--- src/rtl/pulse_stretcher_pkg.sv ---
// Shared types and constants for the pulse stretcher.
// Optional feature macro: PULSE_STRETCH_RETRIG_EN (see pulse_stretcher.sv).
package pulse_stretcher_pkg;

  localparam int CNT_W         = 8;
  localparam int PEND_W        = 4;
  localparam int DEF_WIDTH_CYC = 8;
  localparam int DEF_GAP_CYC   = 2;
  localparam int DEF_PEND_MAX  = 3;

  typedef enum logic [1:0] {
    IDLE   = 2'd0,
    ACTIVE = 2'd1,
    GAP    = 2'd2
  } state_e;

endpackage

--- src/rtl/pulse_stretcher_cyc_down_counter.sv ---
// Loadable phase down-counter with zero flag; saturates at zero instead of wrapping.
// Optional feature macro: none (PULSE_STRETCH_RETRIG_EN only affects the top).
module cyc_down_counter
  import pulse_stretcher_pkg::*;
(
  input  logic             clk,
  input  logic             reset,
  input  logic             load_i,
  input  logic [CNT_W-1:0] load_val_i,
  input  logic             dec_i,
  output logic             zero_o
);

  logic [CNT_W-1:0] cnt_q, cnt_d;

  always_comb begin
    cnt_d = cnt_q;
    if (load_i) begin
      cnt_d = load_val_i;
    end else if (dec_i && (cnt_q != '0)) begin
      cnt_d = cnt_q - CNT_W'(1);
    end
  end

  always_ff @(posedge clk) begin
    if (reset) begin
      cnt_q <= '0;
    end else begin
      cnt_q <= cnt_d;
    end
  end

  assign zero_o = (cnt_q == '0);

endmodule

--- src/rtl/pulse_stretcher.sv ---
// Trigger-to-pulse stretcher with enforced low gap and a saturating trigger queue.
// Define PULSE_STRETCH_RETRIG_EN to make triggers during ACTIVE extend the pulse.
module pulse_stretcher
  import pulse_stretcher_pkg::*;
#(
  parameter int WIDTH_CYC = DEF_WIDTH_CYC,
  parameter int GAP_CYC   = DEF_GAP_CYC,
  parameter int PEND_MAX  = DEF_PEND_MAX
) (
  input  logic              clk,
  input  logic              reset,
  input  logic              trigger,
  input  logic              ovf_clr,
  output logic              pulse_out,
  output logic              busy,
  output logic [PEND_W-1:0] pending,
  output logic              overflow
);

  localparam logic [CNT_W-1:0]  WIDTH_LOAD = CNT_W'(WIDTH_CYC - 1);
  localparam logic [CNT_W-1:0]  GAP_LOAD   = CNT_W'(GAP_CYC - 1);
  localparam logic [PEND_W-1:0] PEND_LIM   = PEND_W'(PEND_MAX);

  state_e            state_q, state_d;
  logic              pulse_q, busy_q, ovf_q, ovf_d, ovf_set;
  logic [PEND_W-1:0] pend_q, pend_d;
  logic              cnt_load, cnt_dec, cnt_zero, enq, deq;
  logic [CNT_W-1:0]  cnt_val;

  cyc_down_counter u_phase_cnt (
    .clk        (clk),
    .reset      (reset),
    .load_i     (cnt_load),
    .load_val_i (cnt_val),
    .dec_i      (cnt_dec),
    .zero_o     (cnt_zero)
  );

  always_comb begin
    state_d  = state_q;
    cnt_load = 1'b0;
    cnt_val  = '0;
    cnt_dec  = 1'b0;
    enq      = 1'b0;
    deq      = 1'b0;
    case (state_q)
      IDLE: begin
        if (trigger) begin
          state_d  = ACTIVE;
          cnt_load = 1'b1;
          cnt_val  = WIDTH_LOAD;
        end
      end
      ACTIVE: begin
`ifdef PULSE_STRETCH_RETRIG_EN
        if (trigger) begin
          cnt_load = 1'b1;
          cnt_val  = WIDTH_LOAD;
        end else if (cnt_zero) begin
          state_d  = GAP;
          cnt_load = 1'b1;
          cnt_val  = GAP_LOAD;
        end else begin
          cnt_dec = 1'b1;
        end
`else
        enq = trigger;
        if (cnt_zero) begin
          state_d  = GAP;
          cnt_load = 1'b1;
          cnt_val  = GAP_LOAD;
        end else begin
          cnt_dec = 1'b1;
        end
`endif
      end
      GAP: begin
        enq = trigger;
        if (cnt_zero) begin
          if (pend_q != '0) begin
            state_d  = ACTIVE;
            cnt_load = 1'b1;
            cnt_val  = WIDTH_LOAD;
            deq      = 1'b1;
          end else begin
            state_d = IDLE;
          end
        end else begin
          cnt_dec = 1'b1;
        end
      end
      default: state_d = IDLE;
    endcase
  end

  // A trigger landing on the dequeue edge takes the freed slot, so it never overflows.
  always_comb begin
    pend_d  = pend_q;
    ovf_set = 1'b0;
    if (enq && !deq) begin
      if (pend_q == PEND_LIM) begin
        ovf_set = 1'b1;
      end else begin
        pend_d = pend_q + PEND_W'(1);
      end
    end else if (deq && !enq) begin
      pend_d = pend_q - PEND_W'(1);
    end
    ovf_d = ovf_set | (ovf_q & ~ovf_clr);
  end

  always_ff @(posedge clk) begin
    if (reset) begin
      state_q <= IDLE;
      pulse_q <= 1'b0;
      busy_q  <= 1'b0;
      pend_q  <= '0;
      ovf_q   <= 1'b0;
    end else begin
      state_q <= state_d;
      pulse_q <= (state_d == ACTIVE);
      busy_q  <= (state_d != IDLE);
      pend_q  <= pend_d;
      ovf_q   <= ovf_d;
    end
  end

  assign pulse_out = pulse_q;
  assign busy      = busy_q;
  assign pending   = pend_q;
  assign overflow  = ovf_q;

endmodule

--- config.mk ---
export PLATFORM = sky130hd
export DESIGN_NAME = pulse_stretcher
export DESIGN_NICKNAME = d
export VERILOG_FILES = /design/src/rtl/pulse_stretcher_pkg.sv /design/src/rtl/pulse_stretcher_cyc_down_counter.sv /design/src/rtl/pulse_stretcher.sv
export SDC_FILE = /design/constraint.sdc
export NUM_CORES = 1
export LEC_CHECK = 0
export BUFFER_PORTS_ARGS = -buffer_cell sky130_fd_sc_hd__buf_4
export CAP_MARGIN = 20
export CORE_ASPECT_RATIO = 1.25
export CORE_MARGIN = 2
export CORE_UTILIZATION = 50
export CTS_CLUSTER_DIAMETER = 50
export CTS_CLUSTER_SIZE = 30
export DETAILED_ROUTE_END_ITERATION = 10
export PLACE_DENSITY = 0.77
export SYNTH_ARGS = -nofsm -noshare
export SYNTH_HDL_FRONTEND = slang
export SYNTH_SLANG_ARGS = --single-unit
--- constraint.sdc ---
create_clock -name clk -period 2.7 [get_ports clk]
set_input_delay 0.27 -clock clk [delete_from_list [all_inputs] [get_ports clk]]
set_output_delay 0.27 -clock clk [all_outputs]
set_load 0.02 [all_outputs]
==> impl_metrics.env, run 1 <==
export IMPL_syn_area_um2=1070
export IMPL_reg2reg_depth=10
export IMPL_antenna_found_initial=0
export IMPL_clock_root_buffer="clkbuf_4"
export IMPL_status="completed"
export IMPL_ys_warn_count=0
export IMPL_clock_path_buffers=2
export IMPL_synth_main_ff_cell="dfxtp_1"
export IMPL_critPathMaxFanout=3
export IMPL_r2r_start="u_phase_cnt.cnt_q[0]"
export IMPL_max_slew_margin_pct=70.6
export IMPL_synthTopCellsByArea="dfxtp_1 32%, ha_1 8.1%, mux2i_1 4.7%"
export IMPL_crit_cells=10
export IMPL_p_comb_share_pct=56.0
export IMPL_critPathBufInv=1
export IMPL_synth_top_cell_area_share_pct=31.7
export IMPL_period_needed_ns=2.60
export IMPL_rrSetupSlack_ns=0.10
export IMPL_setup_ws_ns=0.105
export IMPL_vias=921
export IMPL_via_per_inst=6.10
export IMPL_tightest_slew_ns=0.436
export IMPL_ys_async_sr_fraction_pct=0
export IMPL_setup_viol=0
export IMPL_cp_start_kind="flip-flop"
export IMPL_final_cells=151
export IMPL_finalMaxSlewViolations=0
export IMPL_postCtsHoldBufs=0
export IMPL_regToRegEndpoint="pending[3]"
export IMPL_regArea_um2=340
export IMPL_p_leak_nw=0.499
export IMPL_avgSynthCellArea_um2=9.27
export IMPL_path_clk_slew_ns=0.10
export IMPL_endpoint_kind="flip-flop"
export IMPL_fin_tns_setup_ns=0
export IMPL_criticalPathCategory="reg -> reg"
export IMPL_multiInputGateArea_um2=722
export IMPL_grtUsageTotal_pct=19.1
export IMPL_floorplan_initialDensity_pct=53.6
export IMPL_dp_slack_ns=0.119
export IMPL_dp_hpwl_mm=1.60
export IMPL_hp_class="in -> reg"
export IMPL_gp_congestion=0.780
export IMPL_p_int_w=0.000678
export IMPL_pin_count=11
export IMPL_cts_htree_levels=1
export IMPL_port_buffers=10
export IMPL_cp_data_required_time_ns=2.89
export IMPL_synth_seq_cells=17
export IMPL_drc=0
export IMPL_crit_top_cell="ha_4"
export IMPL_routed_wl_mm=2.14
export IMPL_cts_buffers=3
export IMPL_period_share_pct=96.1
export IMPL_die_area_um2=2540
export IMPL_p_sw_w=0.000486
export IMPL_die_w_um=45.5
export IMPL_antenna_cells=0
export IMPL_min_path_cells=3
export IMPL_ys_seq_area_share_pct=31.7
export IMPL_hold_end="overflow"
export IMPL_syn_inst=116
export IMPL_maxCapViolCount=0
export IMPL_insertion_delay_ns=0.29
export IMPL_p_per_area_nw_per_um2=929
export IMPL_worstHoldStart="ovf_clr"
export IMPL_timing_fmax_ghz=0.385
export IMPL_avgRoutedWirePerCell_um=14.2
export IMPL_finClkSkew_ns=0.00278
export IMPL_dp_cells=147
export IMPL_pwr_share_seq_pct=32.2
export IMPL_firstDrtPassIters=4
export IMPL_cts_setup_buffers=0
export IMPL_final_nets=144
export IMPL_syn_to_final_growth_pct=16.5
export IMPL_worstPathArrival_ns=2.79
export IMPL_cts_sinks=17
export IMPL_ir_drop_mv=0.514
export IMPL_path_cells="inv_2 -> ha_4 -> or4b_4 -> or3_1 -> nand3_4 -> ha_4 -> nand3_2 -> a211o_1 -> mux2i_1 -> mux2_2"
export IMPL_cts_tree="yes"
export IMPL_p_sw_share_pct=41.7
export IMPL_grt_pass1_vias=855
export IMPL_core_um2=2000
export IMPL_drive_above_1_share_pct=23.7
export IMPL_drt_initial_drc_count=19
export IMPL_grt_pass1_wl_mm=3.67
export IMPL_die_h_um=55.8
export IMPL_p_total_w=0.00116
export IMPL_grt_max_degree=23
export IMPL_crit_slowest_cell="or4b_4"
export IMPL_synth_cell_types=42
export IMPL_grt_overflow_total=0
export IMPL_synth_edf_count=0
export IMPL_cts_resized=0
export IMPL_crit_family="simple AND/OR/NAND/NOR gates"
export IMPL_rsz0062_at_grt="false"
export IMPL_pwr_share_clk_pct=11.8
export IMPL_fin_util_pct=62.5
export IMPL_fill_cells=169
export IMPL_rows=18
export IMPL_finalHoldViolations=0
export IMPL_postRouteAntennaNets=0
export IMPL_yosys_area_top_type="dfxtp_1"
export IMPL_synthesis_nets=128
export IMPL_cpPeakStageDelay_ns=0.45
power by group through the flow:
stage	clock network, W	logic (W)	registers (W)
5_1_grt	0.000148	0.000736	0.000381
3_3_place_gp	0	0.000642	0.000374
3_5_place_dp	0	0.000649	0.000379
4_1_cts	0.000142	0.000653	0.000374
2_1_floorplan	0	0.000483	0.000397
6_report	0.000137	0.000652	0.000375
worst max path at each step:
stage / startpoint / end / slack (ns)
after floorplan: u_phase_cnt.cnt_q[1] / pending[3] / -0.004
after global placement: u_phase_cnt.cnt_q[1] / pending[3] / 0.16
after detailed placement: u_phase_cnt.cnt_q[0] / pending[3] / 0.12
after CTS: u_phase_cnt.cnt_q[0] / pending[3] / 0.10
after global routing: u_phase_cnt.cnt_q[1] / pending[3] / 0.01
final: u_phase_cnt.cnt_q[0] / pending[3] / 0.10
placed cells by master, fill, tap and decap left out, drive strengths merged, types with 2 or more instances in the layout:
cell | synthesis | layout
nand2 | 4 | 4
nor4b | 2 | 2
inv | 5 | 5
nor3 | 8 | 8
ha | 7 | 7
a221o | 3 | 3
xor2 | 2 | 2
or3 | 3 | 3
xnor2 | 2 | 2
o21ai | 2 | 2
clkbuf | 1 | 4
and2b | 2 | 2
nor2b | 2 | 2
buf | 3 | 16
mux2i | 6 | 6
nand3 | 3 | 3
nor2 | 9 | 9
a21oi | 6 | 6
dfxtp | 17 | 17
a221oi | 3 | 3
mux2 | 3 | 3
o31ai | 2 | 2
a211oi | 3 | 3
nand2b | 4 | 4
metrics by stage:
step	hold slack (ns)	cell area, um^2
finish	0.238	1250
global route	0.255	1250
CTS	0.235	1250
detailed placement	0.478	1230
global placement	0.460	1230
floorplan	0.420	1130
kinds of logic (layout without fill, tap and decap cells):
group / Yosys count / in the layout / share of synthesized area (%)
xor+xnor: 4 / 4 / 3.26
flops: 17 / 17 / 31.7
mux: 9 / 9 / 9.90
fa+ha+maj: 8 / 8 / 10.0
compound gates: 23 / 23 / 15.6
simple gates: 45 / 45 / 24.1
buf+inv: 10 / 25 / 5.47
worst register-to-register path: stages, from the launching register on:
cell	delay (ns)
dfxtp_1	0.33
inv_2	0.08
ha_4	0.13
or4b_4	0.45
or3_1	0.38
nand3_4	0.11
ha_4	0.16
nand3_2	0.08
a211o_1	0.29
mux2i_1	0.14
mux2_2	0.34
registers in the layout (all words and copies together) (netlist names):
name and cells:
overflow 1, pending 4, u_phase_cnt.cnt_q 8, busy 1, pulse_out 1, state_q 2
Yosys cell counts (all sizes together) (2+ instances only):
cell type  number
ha              7
a221o           3
or3             3
and2b           2
a211oi          3
o31ai           2
xor2            2
a21oi           6
mux2i           6
mux2            3
nand2           4
a221oi          3
xnor2           2
inv             5
nand2b          4
dfxtp          17
nand3           3
buf             3
nor3            8
nor2b           2
o21ai           2
nor2            9
nor4b           2
area by class of cell:
cell class | count | share of cell area (%)
repair buffers | 16 | 9.59
inverters | 5 | 1.50
flip-flops and latches | 17 | 27.2
clock buffers | 4 | 2.10
well taps | 20 | 2.00
multi-input cells | 89 | 57.6
metal layers:
metal | routed length, um | global-route usage, %
met5 | 0 | 0
met4 | 47 | 11.3
met3 | 73 | 2.27
met2 | 1040 | 29.0
met1 | 982 | 24.8
(Power assumes the default switching activity.)
==> inputs of run 2 (changes only) <==
ABC_AREA = 1   (was unset)
==> run 2 against run 1 <==
Net effect:
- final area grew 1.9%
- maximum frequency increased by 9.9%
- largest cell class unchanged
- via count grew 3.9%
- critical path type unchanged
- sequential power fell by 1%
- area after synthesis up 5.6%
- wire length down 0.98%
- critical endpoint unchanged
- sequential share of layout area is 0.51 points lower
==> impl_metrics.env, run 2 <==
export IMPL_routed_wl_mm=2.12
export IMPL_synth_most_common_cell="nand2_1"
export IMPL_criticalPathCategory="reg -> reg"
export IMPL_cts_setup_buffers=0
export IMPL_finalHoldViolations=0
export IMPL_die_w_um=46.6
export IMPL_fin_tns_setup_ns=0
export IMPL_grt_util_met1_pct=22.8
export IMPL_postCtsHoldBufs=0
export IMPL_cts_tree="yes"
export IMPL_cts_htree_levels=1
export IMPL_pwr_share_clk_pct=11.2
export IMPL_path_clk_slew_ns=0.12
export IMPL_tightest_slew_ns=0.271
export IMPL_core_um2=2160
export IMPL_top_usage_layer="met2"
export IMPL_finClkSkew_ns=0.0194
export IMPL_synth_cell_types=25
export IMPL_p_per_area_nw_per_um2=987
export IMPL_whs_ns=0.188
export IMPL_antenna_found_initial=0
export IMPL_largest_reg_flops=8
export IMPL_grt_use_met2_pct=32.3
export IMPL_hp_class="in -> reg"
export IMPL_pin_count=11
export IMPL_synth_top_cell_area_share_pct=30.0
export IMPL_gp_congestion=0.766
export IMPL_globalRouteMet3Util_pct=2.22
export IMPL_final_common_cell="nand2_1"
export IMPL_synth_common_cells="26 x nand2_1, 24 x nor2_1, 21 x inv_1"
export IMPL_port_buffers=10
export IMPL_cp_start_kind="flip-flop"
export IMPL_period_share_pct=87.4
export IMPL_syn_inst=150
export IMPL_ir_drop_mv=0.589
export IMPL_postRouteAntennaNets=0
export IMPL_die_area_um2=2670
export IMPL_grt_overflow_total=0
export IMPL_final_cell_mix="26 x nand2_1, 24 x nor2_1, 21 x inv_1"
export IMPL_p_comb_share_pct=59.4
export IMPL_firstDrtPassIters=4
export IMPL_vias=957
export IMPL_finalMaxSlewViolations=0
export IMPL_critPathMaxFanout=6
export IMPL_p_total_w=0.00126
export IMPL_timing_fmax_ghz=0.424
export IMPL_avgSynthCellArea_um2=7.57
export IMPL_clock_path_buffers=2
export IMPL_synth_seq_cells=17
export IMPL_floorplan_initialDensity_pct=52.5
export IMPL_period_needed_ns=2.36
export IMPL_ys_seq_area_share_pct=30.0
export IMPL_ys_async_sr_fraction_pct=0
export IMPL_drc=0
export IMPL_top_register="u_phase_cnt.cnt_q"
export IMPL_clock_root_buffer="clkbuf_4"
export IMPL_rows=19
export IMPL_dp_hpwl_mm=1.65
export IMPL_drive_above_1_share_pct=22.0
export IMPL_syn_to_final_growth_pct=12.5
export IMPL_insertion_delay_ns=0.30
export IMPL_p_sw_share_pct=47.8
export IMPL_rsz0062_at_grt="false"
export IMPL_final_nets=177
export IMPL_synth_edf_count=0
export IMPL_status="completed"
export IMPL_ys_warn_count=0
export IMPL_p_int_w=0.000657
export IMPL_drt_initial_drc_count=25
export IMPL_cts_resized=0
export IMPL_cp_data_required_time_ns=2.93
export IMPL_die_h_um=57.3
export IMPL_max_slew_margin_pct=81.9
export IMPL_maxCapViolCount=0
export IMPL_worstPathArrival_ns=2.59
export IMPL_syn_area_um2=1130
export IMPL_synth_main_ff_cell="dfxtp_1"
export IMPL_grt_max_degree=11
export IMPL_endpoint_kind="flip-flop"
export IMPL_synthesis_nets=162
export IMPL_pwr_share_seq_pct=29.4
export IMPL_grt_pass1_vias=915
export IMPL_synthTopCellsByArea="dfxtp_1 30%, nand2_1 8.6%, nor2_1 7.9%"
export IMPL_cts_buffers=3
export IMPL_p_leak_nw=0.629
export IMPL_setup_viol=0
export IMPL_via_per_inst=4.91
export IMPL_yosys_area_top_type="dfxtp_1"
export IMPL_grtUsageTotal_pct=19.2
export IMPL_antenna_cells=0
export IMPL_p_sw_w=0.000603
export IMPL_grt_pass1_wl_mm=3.74
export IMPL_cts_sinks=17
export IMPL_avgRoutedWirePerCell_um=10.9
-- run 2: cell count changes in the layout (fill, tap and decap cells not counted), moves of 5 or more --
| cell | before | now |
|---|---|---|
| buf_4 | 16 | 10 |
| inv_1 | 3 | 21 |
| mux2i_1 | 5 | 0 |
| nand2_1 | 4 | 26 |
| nand3_1 | 1 | 10 |
| nor2_1 | 9 | 24 |
| nor3_1 | 8 | 0 |
-- run 2: metal layers --
layer | vias to the layer above | routed length [um]
met2 | 17 | 1100
met3 | 4 | 59
met5 | - | 0
met1 | 430 | 925
li1 | 506 | -
met4 | 0 | 39
-- run 2: path summary, 6_finish.rpt --
| check | startpoint | endpoint | slack, ns | depth (start not counted) |
|---|---|---|---|---|
| setup / recovery | u_phase_cnt.cnt_q[0] | pending[3] | 0.34 | 15 |
| hold / removal | reset | u_phase_cnt.cnt_q[4] | 0.19 | 2 |
| setup reg to reg | u_phase_cnt.cnt_q[0] | pending[3] | 0.34 | 15 |
| hold reg to reg | pending[2] | pending[2] | 0.51 | 2 |
-- run 2: cells by family after synthesis --
kind of cell / count (synthesis) / share of synthesized area, %
DFF: 17 / 30.0
xor gates and xnor gates: 7 / 5.40
adders and majority gates: 8 / 9.48
buffers and inverters: 22 / 7.28
AOI/OAI and AO/OA: 13 / 7.17
and+or+nand+nor: 83 / 40.7
-- run 2: critical path, cell delays in order, from the launching register on --
cell and delay [ns]:
dfxtp_1 0.34, inv_1 0.09, ha_1 0.28, nand3_4 0.15, nor2_8 0.17, nand2_4 0.10, nand2_2 0.15, ha_1 0.28
and3_1 0.17, nor2_1 0.14, inv_1 0.07, nand2_2 0.07, nand2_1 0.06, nor2_2 0.10, nor2_1 0.04, nor2_1 0.08
-- run 2: cell type report --
class                           count  area [um^2]
Clock buffer                        3         22.5
Tap cell                           31         38.8
Inverter                           22         82.6
Multi-Input combinational cell    111          712
Fill cell                         203          887
Sequential cell                    17          340
Clock inverter                      1         5.00
Timing Repair Buffer               10         75.1
-- run 2: power groups by stage --
stage	clock network [W]	registers [W]	logic, W
2_1_floorplan	0	0.000398	0.000580
3_3_place_gp	0	0.000374	0.000729
3_5_place_dp	0	0.000377	0.000744
4_1_cts	0.000145	0.000371	0.000751
5_1_grt	0.000152	0.000379	0.000837
6_report	0.000141	0.000371	0.000748
-- run 2: stage by stage --
stage	util [%]	setup WS [ns]	instances	cell area [um^2]
2_1_floorplan	-	0.560	150	1130
3_3_place_gp	57.7	0.433	191	1250
3_5_place_dp	57.7	0.367	191	1250
4_1_cts	59.0	0.331	195	1280
5_1_grt	59.0	0.0984	195	1280
6_report	59.0	0.339	195	1280
==> inputs of run 3 (changes only) <==
CORE_ASPECT_RATIO = 0.75   (was 1.25)
==> run 3 against run 2 <==
Net effect:
- final area decreased by 0.78%
- maximum frequency decreased by 0.50%
- sequential share of layout area increased by 0.21 points
- highest routed layer unchanged
==> impl_metrics.env, run 3 (synthesis gave the netlist of run 2 again) <==
export IMPL_ir_drop_mv=0.470
export IMPL_pin_count=11
export IMPL_regToRegEndpoint="pending[3]"
export IMPL_design_area_um2=1270
export IMPL_reg2reg_depth=15
export IMPL_crit_top_cell="nor2_1"
export IMPL_finalHoldViolations=0
export IMPL_dp_cells=184
export IMPL_status="completed"
export IMPL_max_slew_margin_pct=79.3
export IMPL_cts_resized=0
export IMPL_largest_reg_flops=8
export IMPL_p_per_area_nw_per_um2=995
export IMPL_grt_max_degree=11
export IMPL_path_cells="inv_1 -> ha_1 -> nand3_4 -> nor2_8 -> nand2_4 -> nand2_2 -> ha_1 -> and3_1 -> nor2_1 -> inv_1 -> nand2_2 -> nand2_1 -> nor2_2 -> nor2_1 -> nor2_1"
export IMPL_cts_setup_buffers=0
export IMPL_period_needed_ns=2.37
export IMPL_crit_family="simple AND/OR/NAND/NOR gates"
export IMPL_critPathMaxFanout=6
export IMPL_grt_pass1_wl_mm=3.75
export IMPL_grtUsageTotal_pct=19.1
export IMPL_drt_initial_drc_count=32
export IMPL_timing_fmax_ghz=0.421
export IMPL_hp_class="in -> reg"
export IMPL_top_register="u_phase_cnt.cnt_q"
export IMPL_finClkSkew_ns=0.00682
export IMPL_cp_data_required_time_ns=2.94
export IMPL_firstDrtPassIters=4
export IMPL_placed_cell_area_um2=1240
export IMPL_p_leak_nw=0.626
export IMPL_r2r_start="u_phase_cnt.cnt_q[0]"
export IMPL_antenna_cells=0
export IMPL_rows=14
export IMPL_finalMaxSlewViolations=0
export IMPL_cts_buffers=3
export IMPL_postRouteAntennaNets=0
export IMPL_endpoint_kind="flip-flop"
export IMPL_crit_slowest_cell="dfxtp_1"
export IMPL_worstHoldStart="reset"
export IMPL_maxCapViolCount=0
export IMPL_port_buffers=10
export IMPL_p_sw_w=0.000600
export IMPL_period_share_pct=87.9
export IMPL_final_cell_mix="26 x nand2_1, 24 x nor2_1, 21 x inv_1"
export IMPL_tightest_slew_ns=0.309
export IMPL_avgRoutedWirePerCell_um=11.3
export IMPL_postCtsHoldBufs=0
export IMPL_p_sw_share_pct=47.6
export IMPL_insertion_delay_ns=0.29
export IMPL_p_comb_share_pct=59.5
export IMPL_floorplan_initialDensity_pct=54.9
export IMPL_routed_wl_mm=2.13
export IMPL_final_common_cell="nand2_1"
export IMPL_fin_tns_setup_ns=0
export IMPL_cts_tree="yes"
export IMPL_drc=0
export IMPL_rsz0062_at_grt="false"
export IMPL_die_area_um2=2670
export IMPL_cts_sinks=17
export IMPL_p_int_w=0.000660
export IMPL_gp_congestion=0.885
export IMPL_rrSetupSlack_ns=0.33
export IMPL_setup_viol=0
export IMPL_criticalPathCategory="reg -> reg"
export IMPL_drive_above_1_share_pct=21.3
export IMPL_antenna_found_initial=0
export IMPL_pwr_share_seq_pct=29.6
export IMPL_worstPathArrival_ns=2.62
export IMPL_pwr_share_clk_pct=10.9
export IMPL_die_h_um=45.3
export IMPL_cts_htree_levels=1
export IMPL_via_per_inst=5.02
export IMPL_final_nets=177
export IMPL_die_w_um=59.0
export IMPL_grt_overflow_total=0
export IMPL_min_path_cells=2
export IMPL_syn_to_final_growth_pct=11.6
export IMPL_final_cells=188
export IMPL_clock_path_buffers=2
export IMPL_grt_pass1_vias=831
export IMPL_vias=944
export IMPL_clock_root_buffer="clkbuf_4"
export IMPL_core_um2=2070
export IMPL_critPathBufInv=2
export IMPL_dp_hpwl_mm=1.68
export IMPL_cpPeakStageDelay_ns=0.34
export IMPL_hold_end="pending[2]"
export IMPL_cp_start_kind="flip-flop"
export IMPL_path_clk_slew_ns=0.10
## run 3: routing by layer
metal / up-vias / GRT usage (%) / routed length [um]
met1: 422 / 24.4 / 1100
met5: - / 0 / 0
met4: 0 / 8.64 / 52
met2: 15 / 30.4 / 913
li1: 501 / - / -
met3: 6 / 5.16 / 68
## run 3: power groups by stage
stage	Sequential [W]	Clock, W	Combinational [W]
after floorplan	0.000398	0	0.000580
after global placement	0.000374	0	0.000737
after detailed placement	0.000378	0	0.000747
after CTS	0.000373	0.000144	0.000752
after global routing	0.000385	0.000153	0.000836
final	0.000372	0.000138	0.000750
## run 3: worst register-to-register path: stages, from the launching register on
cell     delay, ns
dfxtp_1       0.34
inv_1         0.09
ha_1          0.29
nand3_4       0.15
nor2_8        0.17
nand2_4       0.10
nand2_2       0.15
ha_1          0.29
and3_1        0.18
nor2_1        0.15
inv_1         0.07
nand2_2       0.07
nand2_1       0.05
nor2_2        0.09
nor2_1        0.04
nor2_1        0.09
## run 3: stage by stage
| step | hold WS [ns] | utilization [%] | power [W] | setup WS [ns] |
|---|---|---|---|---|
| 2_1_floorplan | 0.332 | - | 0.000978 | 0.560 |
| 3_3_place_gp | 0.502 | 60.0 | 0.00111 | 0.402 |
| 3_5_place_dp | 0.507 | 60.0 | 0.00113 | 0.341 |
| 4_1_cts | 0.188 | 61.3 | 0.00127 | 0.318 |
| 5_1_grt | 0.194 | 61.3 | 0.00137 | 0.116 |
| 6_report | 0.204 | 61.3 | 0.00126 | 0.327 |
## run 3: how the worst max path moves through the flow
stage | startpoint | endpoint | slack (ns) | depth (start not counted)
2_1_floorplan | u_phase_cnt.cnt_q[0] | pending[3] | 0.56 | 15
3_3_place_gp | u_phase_cnt.cnt_q[0] | pending[3] | 0.40 | 15
3_5_place_dp | u_phase_cnt.cnt_q[0] | pending[3] | 0.34 | 15
4_1_cts | u_phase_cnt.cnt_q[0] | pending[3] | 0.32 | 15
5_1_grt | u_phase_cnt.cnt_q[0] | pending[3] | 0.12 | 15
6_report | u_phase_cnt.cnt_q[0] | pending[3] | 0.33 | 15
## run 3: layout make-up
cell class              count  area, um^2
multi-input cells         111         712
clock buffers               4        26.3
well taps                  24        30.0
inverters                  22        82.6
repair buffers             10        75.1
flip-flops and latches     17         340
fillers                   189         801
